===== config.mk =====
export PLATFORM = sky130hd
export DESIGN_NAME = crop_controller
export DESIGN_NICKNAME = d
export VERILOG_FILES = /design/src/rtl/crop_pkg.sv /design/src/rtl/crop_controller_bmp_header_gen.sv /design/src/rtl/crop_controller.sv
export SDC_FILE = /design/constraint.sdc
export NUM_CORES = 1
export LEC_CHECK = 0
export CAP_MARGIN = 20
export CELL_PAD_IN_SITES_DETAIL_PLACEMENT = 2
export CELL_PAD_IN_SITES_GLOBAL_PLACEMENT = 2
export CORE_ASPECT_RATIO = 0.7
export CORE_UTILIZATION = 35
export DETAILED_ROUTE_END_ITERATION = 10
export PLACE_DENSITY_LB_ADDON = 0.1
export SLEW_MARGIN = 20
export SYNTH_ARGS = -nofsm -noshare
export SYNTH_HDL_FRONTEND = slang
export SYNTH_HIERARCHICAL = 1
export SYNTH_SLANG_ARGS = --single-unit

===== constraint.sdc =====
create_clock -name clk -period 14.1 [get_ports clk]
set_clock_uncertainty 0.15 [all_clocks]
set_input_delay 2.82 -clock clk [delete_from_list [all_inputs] [get_ports clk]]
set_output_delay 2.82 -clock clk [all_outputs]
set_load 0.05 [all_outputs]

===== src/rtl/crop_pkg.sv =====
// Shared types and constants for the crop pipeline sequencer.
package crop_pkg;

  // Sequencer states; encoding is exported on the debug state port.
  typedef enum logic [3:0] {
    ST_IDLE,
    ST_BB_GO,
    ST_BB_WLO,
    ST_BB_WAIT,
    ST_CHECK,
    ST_CR_GO,
    ST_CR_WLO,
    ST_CR_WAIT,
    ST_HDR,
    ST_DONE,
    ST_ERROR
  } crop_state_t;

  // Abort reasons reported on err_code.
  localparam logic [1:0] ERR_NONE    = 2'd0;
  localparam logic [1:0] ERR_EMPTY   = 2'd1;
  localparam logic [1:0] ERR_RANGE   = 2'd2;
  localparam logic [1:0] ERR_TIMEOUT = 2'd3;

  // BMP file constants.
  localparam int HDR_BYTES = 54;
  localparam int DIB_SIZE  = 40;
  localparam int BPP       = 24;
  localparam int PPM       = 2835;

  // 24-bpp BMP rows are padded up to a multiple of four bytes.
  function automatic logic [13:0] row_bytes(input logic [10:0] w);
    return (14'(w) * 14'd3 + 14'd3) & ~14'd3;
  endfunction

endpackage


===== src/rtl/crop_controller_bmp_header_gen.sv =====
// Combinational BMP header byte lookup: byte n of the 54-byte header
// for a 24-bpp image of the given size. Multi-byte fields are little-endian.
module bmp_header_gen
  import crop_pkg::*;
(
  input  logic [5:0]  i_n,
  input  logic [10:0] i_w,
  input  logic [10:0] i_h,
  input  logic [31:0] i_img,
  input  logic [31:0] i_fsz,
  output logic [7:0]  o_byte
);

  localparam logic [15:0] C_PPM = 16'(PPM);

  // Select the header byte for index i_n; every unlisted byte is zero.
  always_comb begin
    o_byte = 8'h00;
    case (i_n)
      6'd0:  o_byte = 8'h42;                 // 'B'
      6'd1:  o_byte = 8'h4D;                 // 'M'
      6'd2:  o_byte = i_fsz[7:0];
      6'd3:  o_byte = i_fsz[15:8];
      6'd4:  o_byte = i_fsz[23:16];
      6'd5:  o_byte = i_fsz[31:24];
      6'd10: o_byte = 8'(HDR_BYTES);         // pixel data offset
      6'd14: o_byte = 8'(DIB_SIZE);
      6'd18: o_byte = i_w[7:0];
      6'd19: o_byte = {5'b0, i_w[10:8]};
      6'd22: o_byte = i_h[7:0];
      6'd23: o_byte = {5'b0, i_h[10:8]};
      6'd26: o_byte = 8'd1;                  // colour planes
      6'd28: o_byte = 8'(BPP);
      6'd34: o_byte = i_img[7:0];
      6'd35: o_byte = i_img[15:8];
      6'd36: o_byte = i_img[23:16];
      6'd37: o_byte = i_img[31:24];
      6'd38: o_byte = C_PPM[7:0];
      6'd39: o_byte = C_PPM[15:8];
      6'd42: o_byte = C_PPM[7:0];
      6'd43: o_byte = C_PPM[15:8];
      default: o_byte = 8'h00;
    endcase
  end

endmodule


===== src/rtl/crop_controller.sv =====
// Crop pipeline sequencer: runs the bounding-box engine, validates and
// latches its box, runs the cropper, then writes the BMP header.
//
// Handshake: bb_start/cr_start are one-cycle pulses; bb_done/cr_done are
// levels from the engines. A done level is only honoured after it has been
// seen low once since the matching start, so a done left high by a previous
// run never completes the current one.
module crop_controller
  import crop_pkg::*;
#(
  parameter int WIDTH   = 100,
  parameter int HEIGHT  = 100,
  parameter int TIMEOUT = 1_000_000
) (
  input  logic        clk,
  input  logic        rst_n,
  input  logic        start,
  output logic        done,
  output logic        error,
  output logic [1:0]  err_code,
  output logic        bb_start,
  input  logic        bb_done,
  input  logic [10:0] bb_xMin,
  input  logic [10:0] bb_xMax,
  input  logic [10:0] bb_yMin,
  input  logic [10:0] bb_yMax,
  input  logic [31:0] bb_readAddr,
  output logic        cr_start,
  input  logic        cr_done,
  output logic [10:0] cr_xMin,
  output logic [10:0] cr_xMax,
  output logic [10:0] cr_yMin,
  output logic [10:0] cr_yMax,
  input  logic [31:0] cr_readAddr,
  input  logic [31:0] cr_writeAddr,
  input  logic [15:0] cr_wrdata,
  input  logic        cr_wren,
  output logic [31:0] src_addr,
  output logic [31:0] dst_addr,
  output logic [15:0] dst_wrdata,
  output logic        dst_wren,
  output logic [3:0]  dbg_state
);

  crop_state_t r_state;
  logic        r_done;
  logic        r_error;
  logic [1:0]  r_err_code;
  logic        r_bb_start;
  logic        r_cr_start;
  logic [10:0] r_cr_xmin;
  logic [10:0] r_cr_xmax;
  logic [10:0] r_cr_ymin;
  logic [10:0] r_cr_ymax;
  logic [10:0] r_w;
  logic [10:0] r_h;
  logic [31:0] r_img;
  logic [31:0] r_fsz;
  logic [5:0]  r_hdr_n;
  logic [31:0] r_wdog;

  logic [10:0] w_w;
  logic [10:0] w_h;
  logic [13:0] w_row;
  logic [31:0] w_img;
  logic [31:0] w_fsz;
  logic        w_empty;
  logic        w_range;
  logic        w_wdog_exp;
  logic        w_hdr_last;
  logic [7:0]  w_hdr_byte;

  // Derived image geometry from the latched box (valid when the box is sane).
  assign w_w        = r_cr_xmax - r_cr_xmin + 11'd1;
  assign w_h        = r_cr_ymax - r_cr_ymin + 11'd1;
  assign w_row      = row_bytes(w_w);
  assign w_img      = 32'(w_row) * 32'(w_h);
  assign w_fsz      = w_img + 32'(HDR_BYTES);
  assign w_empty    = (r_cr_xmin > r_cr_xmax) || (r_cr_ymin > r_cr_ymax);
  assign w_range    = (32'(r_cr_xmax) >= 32'(WIDTH)) || (32'(r_cr_ymax) >= 32'(HEIGHT));
  // The current wait cycle is the TIMEOUT-th one since the last *_GO.
  assign w_wdog_exp = (r_wdog == 32'(TIMEOUT - 1));
  assign w_hdr_last = (r_hdr_n == 6'(HDR_BYTES - 1));

  bmp_header_gen u_hdr (
    .i_n    (r_hdr_n),
    .i_w    (r_w),
    .i_h    (r_h),
    .i_img  (r_img),
    .i_fsz  (r_fsz),
    .o_byte (w_hdr_byte)
  );

  // Main sequencer with registered status, start pulses, box and sizes.
  always_ff @(posedge clk or negedge rst_n) begin
    if (!rst_n) begin
      r_state    <= ST_IDLE;
      r_done     <= 1'b0;
      r_error    <= 1'b0;
      r_err_code <= ERR_NONE;
      r_bb_start <= 1'b0;
      r_cr_start <= 1'b0;
      r_cr_xmin  <= '0;
      r_cr_xmax  <= '0;
      r_cr_ymin  <= '0;
      r_cr_ymax  <= '0;
      r_w        <= '0;
      r_h        <= '0;
      r_img      <= '0;
      r_fsz      <= '0;
      r_hdr_n    <= '0;
      r_wdog     <= '0;
    end else begin
      r_bb_start <= 1'b0;
      r_cr_start <= 1'b0;
      case (r_state)
        ST_IDLE, ST_DONE, ST_ERROR: begin
          if (start) begin
            r_state    <= ST_BB_GO;
            r_bb_start <= 1'b1;
            r_done     <= 1'b0;
            r_error    <= 1'b0;
            r_err_code <= ERR_NONE;
          end
        end
        ST_BB_GO: begin
          r_wdog  <= '0;
          r_state <= ST_BB_WLO;
        end
        ST_BB_WLO: begin
          if (w_wdog_exp) begin
            r_state    <= ST_ERROR;
            r_error    <= 1'b1;
            r_err_code <= ERR_TIMEOUT;
          end else begin
            r_wdog <= r_wdog + 32'd1;
            if (!bb_done) r_state <= ST_BB_WAIT;
          end
        end
        ST_BB_WAIT: begin
          if (bb_done) begin
            r_cr_xmin <= bb_xMin;
            r_cr_xmax <= bb_xMax;
            r_cr_ymin <= bb_yMin;
            r_cr_ymax <= bb_yMax;
            r_state   <= ST_CHECK;
          end else if (w_wdog_exp) begin
            r_state    <= ST_ERROR;
            r_error    <= 1'b1;
            r_err_code <= ERR_TIMEOUT;
          end else begin
            r_wdog <= r_wdog + 32'd1;
          end
        end
        ST_CHECK: begin
          if (w_empty) begin
            r_state    <= ST_ERROR;
            r_error    <= 1'b1;
            r_err_code <= ERR_EMPTY;
          end else if (w_range) begin
            r_state    <= ST_ERROR;
            r_error    <= 1'b1;
            r_err_code <= ERR_RANGE;
          end else begin
            r_w        <= w_w;
            r_h        <= w_h;
            r_img      <= w_img;
            r_fsz      <= w_fsz;
            r_state    <= ST_CR_GO;
            r_cr_start <= 1'b1;
          end
        end
        ST_CR_GO: begin
          r_wdog  <= '0;
          r_state <= ST_CR_WLO;
        end
        ST_CR_WLO: begin
          if (w_wdog_exp) begin
            r_state    <= ST_ERROR;
            r_error    <= 1'b1;
            r_err_code <= ERR_TIMEOUT;
          end else begin
            r_wdog <= r_wdog + 32'd1;
            if (!cr_done) r_state <= ST_CR_WAIT;
          end
        end
        ST_CR_WAIT: begin
          if (cr_done) begin
            r_hdr_n <= '0;
            r_state <= ST_HDR;
          end else if (w_wdog_exp) begin
            r_state    <= ST_ERROR;
            r_error    <= 1'b1;
            r_err_code <= ERR_TIMEOUT;
          end else begin
            r_wdog <= r_wdog + 32'd1;
          end
        end
        ST_HDR: begin
          if (w_hdr_last) begin
            r_state <= ST_DONE;
            r_done  <= 1'b1;
          end else begin
            r_hdr_n <= r_hdr_n + 6'd1;
          end
        end
        default: r_state <= ST_IDLE;
      endcase
    end
  end

  // Memory port steering: source read port and destination write port.
  always_comb begin
    src_addr   = bb_readAddr;
    dst_addr   = '0;
    dst_wrdata = '0;
    dst_wren   = 1'b0;
    if (r_state == ST_CR_GO || r_state == ST_CR_WLO || r_state == ST_CR_WAIT) begin
      src_addr = cr_readAddr;
    end
    if (r_state == ST_HDR) begin
      dst_addr   = {26'b0, r_hdr_n};
      dst_wrdata = {8'h00, w_hdr_byte};
      dst_wren   = 1'b1;
    end else if (r_state == ST_CR_WLO || r_state == ST_CR_WAIT) begin
      dst_addr   = cr_writeAddr;
      dst_wrdata = cr_wrdata;
      dst_wren   = cr_wren;
    end
  end

  assign done      = r_done;
  assign error     = r_error;
  assign err_code  = r_err_code;
  assign bb_start  = r_bb_start;
  assign cr_start  = r_cr_start;
  assign cr_xMin   = r_cr_xmin;
  assign cr_xMax   = r_cr_xmax;
  assign cr_yMin   = r_cr_ymin;
  assign cr_yMax   = r_cr_ymax;
  assign dbg_state = r_state;

endmodule

Word level (Yosys, flattened, before mapping)
Cells that the tools add are included.

Register bits: 169. Output and inout port bits: 135.

Add/subtract/negate cells: 8. Multiply operators: 2. Magnitude comparators: 4. Equality and inequality tests: 42. Multiplexer cells: 48. Bitwise gates (word level): 2. Reductions and logical operators: 23.

Operators by type and width (count): 32-bit two-way mux (6); 8-bit one-hot mux with 20 select lines (1); 32-bit one-hot mux with 4 select lines (1); 6-bit equality test (second input constant) (9); 4-bit two-way mux (11); 6-bit by 5-bit equality test with 1-bit output (second input constant) (6); 4-bit one-hot mux with 9 select lines (1); 32-bit by 1-bit adder with 32-bit output (second input constant) (1); 32-bit by 20-bit equality test with 1-bit output (second input constant) (1); 16-bit two-way mux (2); 25-bit by 6-bit adder with 26-bit output (second input constant) (1); 12-bit by 11-bit multiplier with 23-bit output (1); 11-bit by 1-bit adder with 11-bit output (second input constant) (2); 11-bit by 7-bit greater-or-equal comparator with 1-bit output (second input constant) (2); 11-bit greater-than comparator (2); 11-bit subtractor (2); 4-bit by 3-bit equality test with 1-bit output (second input constant) (4); 13-bit by 2-bit adder with 14-bit output (second input constant) (1); 1-bit two-way mux (14); 11-bit by 2-bit multiplier with 13-bit output (second input constant) (1); 4-bit equality test (second input constant) (3); 6-bit by 2-bit equality test with 1-bit output (second input constant) (2); 6-bit by 3-bit equality test with 1-bit output (second input constant) (2); 6-bit by 4-bit equality test with 1-bit output (second input constant) (2); other kinds (25) (51).

Depth between registers and ports, before layout
Depth after elaboration: 6. Gate-level depth with buffers: 39.

Modules after synthesis
Netlist, hierarchy kept.

By module, submodules not included: crop_controller (times used 1, cells each 1559, area each 14423.8 µm²); bmp_header_gen (times used 1, cells each 142, area each 1027.2 µm²).

Worst setup path after synthesis
OpenSTA, ideal clock, no wires.

Path type: reg-to-reg. Start: register r_cr_xmin[2] (netlist: cr_xMin[2]). End: register r_fsz[21]. Library setup time: 0.125 ns. Data arrival time: 9.672 ns. Data required time: 13.825 ns. Path slack: 4.153 ns. Cell stages (with the launch flop): 35. Buffers on the path: 1. Cells stage by stage: dfrtp_1 -> inv_1 -> ha_1 -> ha_1 -> a21o_1 -> a221oi_1 -> o21ai_0 -> maj3_1 -> a21oi_1 -> o21ai_0 -> xnor2_1 -> ha_1 -> ha_1 -> and3_1 -> a211oi_1 -> xnor2_1 -> clkbuf_1 -> nand2_1 -> fa_1 -> inv_1 -> fa_1 -> inv_1 -> fa_1 -> fa_1 -> fa_1 -> inv_1 -> ha_1 -> a21oi_1 -> mux2i_1 -> o21ai_0 -> or4_4 -> or4_4 -> nor4_4 -> xor2_1 -> mux2_2.

Word-level cells in the longest chain between the ends: 6. Elaborated cells on any way between the ends: 10. Classes of those cells: 4 x add/sub; 2 x mul; 1 x order compare; 1 x bitwise; 2 x reduce/logical.

Ends and longest elaborated chain: from (decl) (line crop_controller.sv:51) `logic [10:0] r_cr_xmin;`; from (signal assigned) (line crop_controller.sv:142) `r_cr_xmin <= bb_xMin;`; 11-bit subtractor (line crop_controller.sv:74) `assign w_w = r_cr_xmax - r_cr_xmin + 11'd1;`; 11-bit by 1-bit adder with 11-bit output (line crop_controller.sv:74); net w_w[10] (line crop_controller.sv:62) `logic [10:0] w_w;`; 11-bit by 2-bit multiplier with 13-bit output (line crop_pkg.sv:33) `return (14'(w) * 14'd3 + 14'd3) & ~14'd3;`; 13-bit by 2-bit adder with 14-bit output (line crop_pkg.sv:33); 12-bit by 11-bit multiplier with 23-bit output (line crop_controller.sv:77) `assign w_img = 32'(w_row) * 32'(w_h);`; 25-bit by 6-bit adder with 26-bit output (line crop_controller.sv:78) `assign w_fsz = w_img + 32'(HDR_BYTES);`; to (signal assigned) (line crop_controller.sv:168) `r_fsz <= w_fsz;`; to (decl) (line crop_controller.sv:58) `logic [31:0] r_fsz;`.

The timed path passes the listed nets, and every way through them passes these cells. A chain may end at the register's enable or synchronous reset.

Worst setup path in the final report
Same ends and word-level chain as after synthesis.

==> summary.txt <==
Status
  – Status: completed

STA
  – Final setup viols: 0
  – Crit path time final: 10.79 ns
  – Slew @ Worst Pin: 1.068 ns
  – Setup tns final: 0 ns
  – Crit share post-route: 76.49%
  – Relative slew slack: 28.28%
  – Final-report hold violation count: 0
  – Unrepaired setup endpoints after global routing: no
  – Max Freq: 92.72 MHz
  – Max Slew Vio Count: 0

Setup path
  – CP max stage cell: xnor2_1
  – Worst Path Required: 14.30 ns
  – WS Path Type: reg2reg
  – WP data arrival: 10.99 ns
  – Worst Setup Start Kind: flop
  – Worst path bufs/invs: 4
  – R2r startpoint: cr_xMin[2]
  – R2r endpoint: r_fsz[21]
  – Worst r2r path cells: 33
  – Setup crit end kind: flop
  – Worst path max stage delay: 0.81 ns
  – CP max FO: 11
  – R2R Setup Slk: 3.31 ns
  – CP delay by family, top: adder cells

Yosys
  – Post-Synth Adder-Cell Area: 22.29%
  – Mapped Area: 15,450 um2
  – Post-synth EDFFs: 0
  – Yosys reg bits: 162
  – Sequential fraction of the synthesis area: 26.24%
  – Post-synthesis xor/xnor area fraction: 5.498%
  – Post-synth top flop: dfrtp_1
  – Compound-cell area share of the yosys netlist: 11.87%
  – Mux cell area share after synthesis: 7.709%
  – Ys Warns: 6
  – Synth unique cells: 81
  – Mapped Cells: 1,701
  – Simple-gate share of the synthesized area: 20.45%
  – Syn avg cell area: 9.084 um2
  – Ys async rst share: 100.0%
  – Main combinational cell family by area after synthesis: adder cells

Cells and area
  – Fraction of layout cells with a size suffix above 1: 9.664%
  – Nets@finish: 2,370
  – Biggest register: r_wdog
  – Fillcell total: 4,620
  – Regs by FF count: r_wdog: 32 flops, r_fsz: 25 flops, r_img: 23 flops
  – Area grow syn2layout: 27.66%
  – Max reg flops: 32

Floorplan
  – Die Footprint: 45,000 um2
  – Initial core utilization: 35.97%
  – Die Ht: 177.8 um
  – Core area: 42,960 um2
  – Die X-Extent: 253.1 um
  – IO Count: 297
  – Row count: 63

Route
  – DRT iter0 DRCs: 693
  – Final wirelength: 59,900 um
  – DRC viols: 0
  – Routed Antenna Nets: 0
  – Via count: 14,120
  – Drt via density: 5.465
  – Pre-antenna DRT Iters: 5
  – Post-DR wirelength/cell: 23.18 um

Worst hold path
  – Hold path depth: 1
  – WHS Endpoint: r_fsz[1]
  – Worst Hold Class: reg2reg
  – Hold path start: r_fsz[1]

Place
  – Count of input and output buffers: 296
  – Post-DP HPWL: 48,190 um
  – Routability cong.: 0.8821

CTS
  – CTS tree: yes
  – Setup Buffers After CTS: 0
  – CTS root buf: clkbuf_16
  – Worst-Skew Late Latency: 0.46 ns
  – Clock slew at reported path FFs: 0.08 ns
  – Clock Path Buffers: 2
  – Clk sinks: 162
  – # hold bufs at CTS: 0
  – # resized after CTS: 0
  – Total clock buffers created by CTS: 17
  – CTS HTree Levels: 4

GRT
  – Largest net degree at the start of global routing: 84
  – Via count of the first global-routing pass: 15,550
  – Initial antenna violation count: 2
  – GRT Residual Overflow: 0
  – First-pass GRT wire length: 91,970 um
  – Total GRT Usage: 26.80%

Job
  – Max cap viols: 0
layer usage:
metal  up-vias  GRT usage (%)  routed length (um)
li1       6434              -                   -
met1      7281          36.71               27830
met2       356          42.55               27240
met3        51          7.172                4162
met4         0          4.848                 658
met5         -              0                   0
cell families after synthesis:
group | Yosys count
other | 1
AO/OA/AOI/OAI | 268
multiplexers | 107
flip-flops | 162
adder cells (fa/ha/maj) | 225
buffers and inverters | 237
XOR/XNOR | 97
AND/OR/NAND/NOR | 604
through the flow:
step	instance area [um2]	setup slack, ns	cells	hold slack [ns]	utilization, %
after detailed placement	19100	3.286	2550	0.3081	44.47
after global routing	19720	2.745	2582	0.3555	45.90
after floorplan	15510	4.153	1716	0.2858	-
final	19730	3.315	2584	0.3306	45.92
after global placement	19090	3.819	2550	0.3070	44.44
after CTS	19710	3.286	2582	0.3281	45.89
synthesized netlist by cell type (all sizes together) (11+ instances only):
cell type    n  area, um2
nand4       20      125.1
o21ai       85      436.7
nor4        15      108.9
nor3        28      145.1
a22o        14      122.6
nand2      151      566.8
fa          84       1682
a2111oi     13      151.4
nor2       124      470.5
and2        40      257.8
and3        68      425.4
inv        171      641.9
nand3       46      230.2
xor2        40      350.3
buf         11      67.57
clkbuf      55      206.5
dfrtp      162       4054
nor2b       22      137.6
ha         140       1752
or2         11      68.82
mux2        96       1081
nand2b      18      112.6
xnor2       57      499.2
or3         16      100.1
a21o        17      127.6
a21oi       46      230.2
mux2i       11      110.1
cells in the final DEF, fill, tap and decap left out, types with 18 or more instances in the layout:
cell type | Yosys | final
dfrtp_1 | 162 | 162
fa_1 | 84 | 84
and2_1 | 37 | 37
nand3_1 | 46 | 46
nor2_1 | 122 | 120
nand2b_1 | 18 | 18
nand2_1 | 151 | 151
nor2b_1 | 22 | 21
nor3_1 | 27 | 26
a21oi_1 | 46 | 46
xor2_1 | 40 | 39
buf_4 | 1 | 19
o21ai_0 | 81 | 81
nand4_1 | 20 | 20
xnor2_1 | 57 | 57
ha_1 | 140 | 140
clkdlybuf4s50_1 | 0 | 295
inv_1 | 171 | 171
mux2_2 | 96 | 96
and3_1 | 68 | 67
how the worst max path moves through the flow:
stage / start / to / slack (ns) / cells past startpoint
2_1_floorplan: cr_xMin[2] / r_fsz[21] / 4.15 / 34
4_1_cts: cr_xMin[2] / r_fsz[21] / 3.29 / 33
3_5_place_dp: cr_xMin[2] / r_fsz[21] / 3.29 / 33
5_1_grt: cr_xMin[2] / r_fsz[22] / 2.74 / 33
6_report: cr_xMin[2] / r_fsz[21] / 3.31 / 33
3_3_place_gp: cr_xMin[2] / r_fsz[21] / 3.82 / 33
area by class of cell:
class	instances	area (um2)	area share (%)
multi-input combinational	1317	10580	53.62
sequential	162	4054	20.55
timing repair buffer	315	3107	15.75
tap	585	732.0	3.711
inverter	171	641.9	3.254
clock buffer	17	425.4	2.157
clock inverter	15	183.9	0.9324
antenna	2	5.005	0.02537
Power is left out: the tool's default activity adds up to more than one toggle a clock period on the data nets, which glitch-free logic cannot reach.
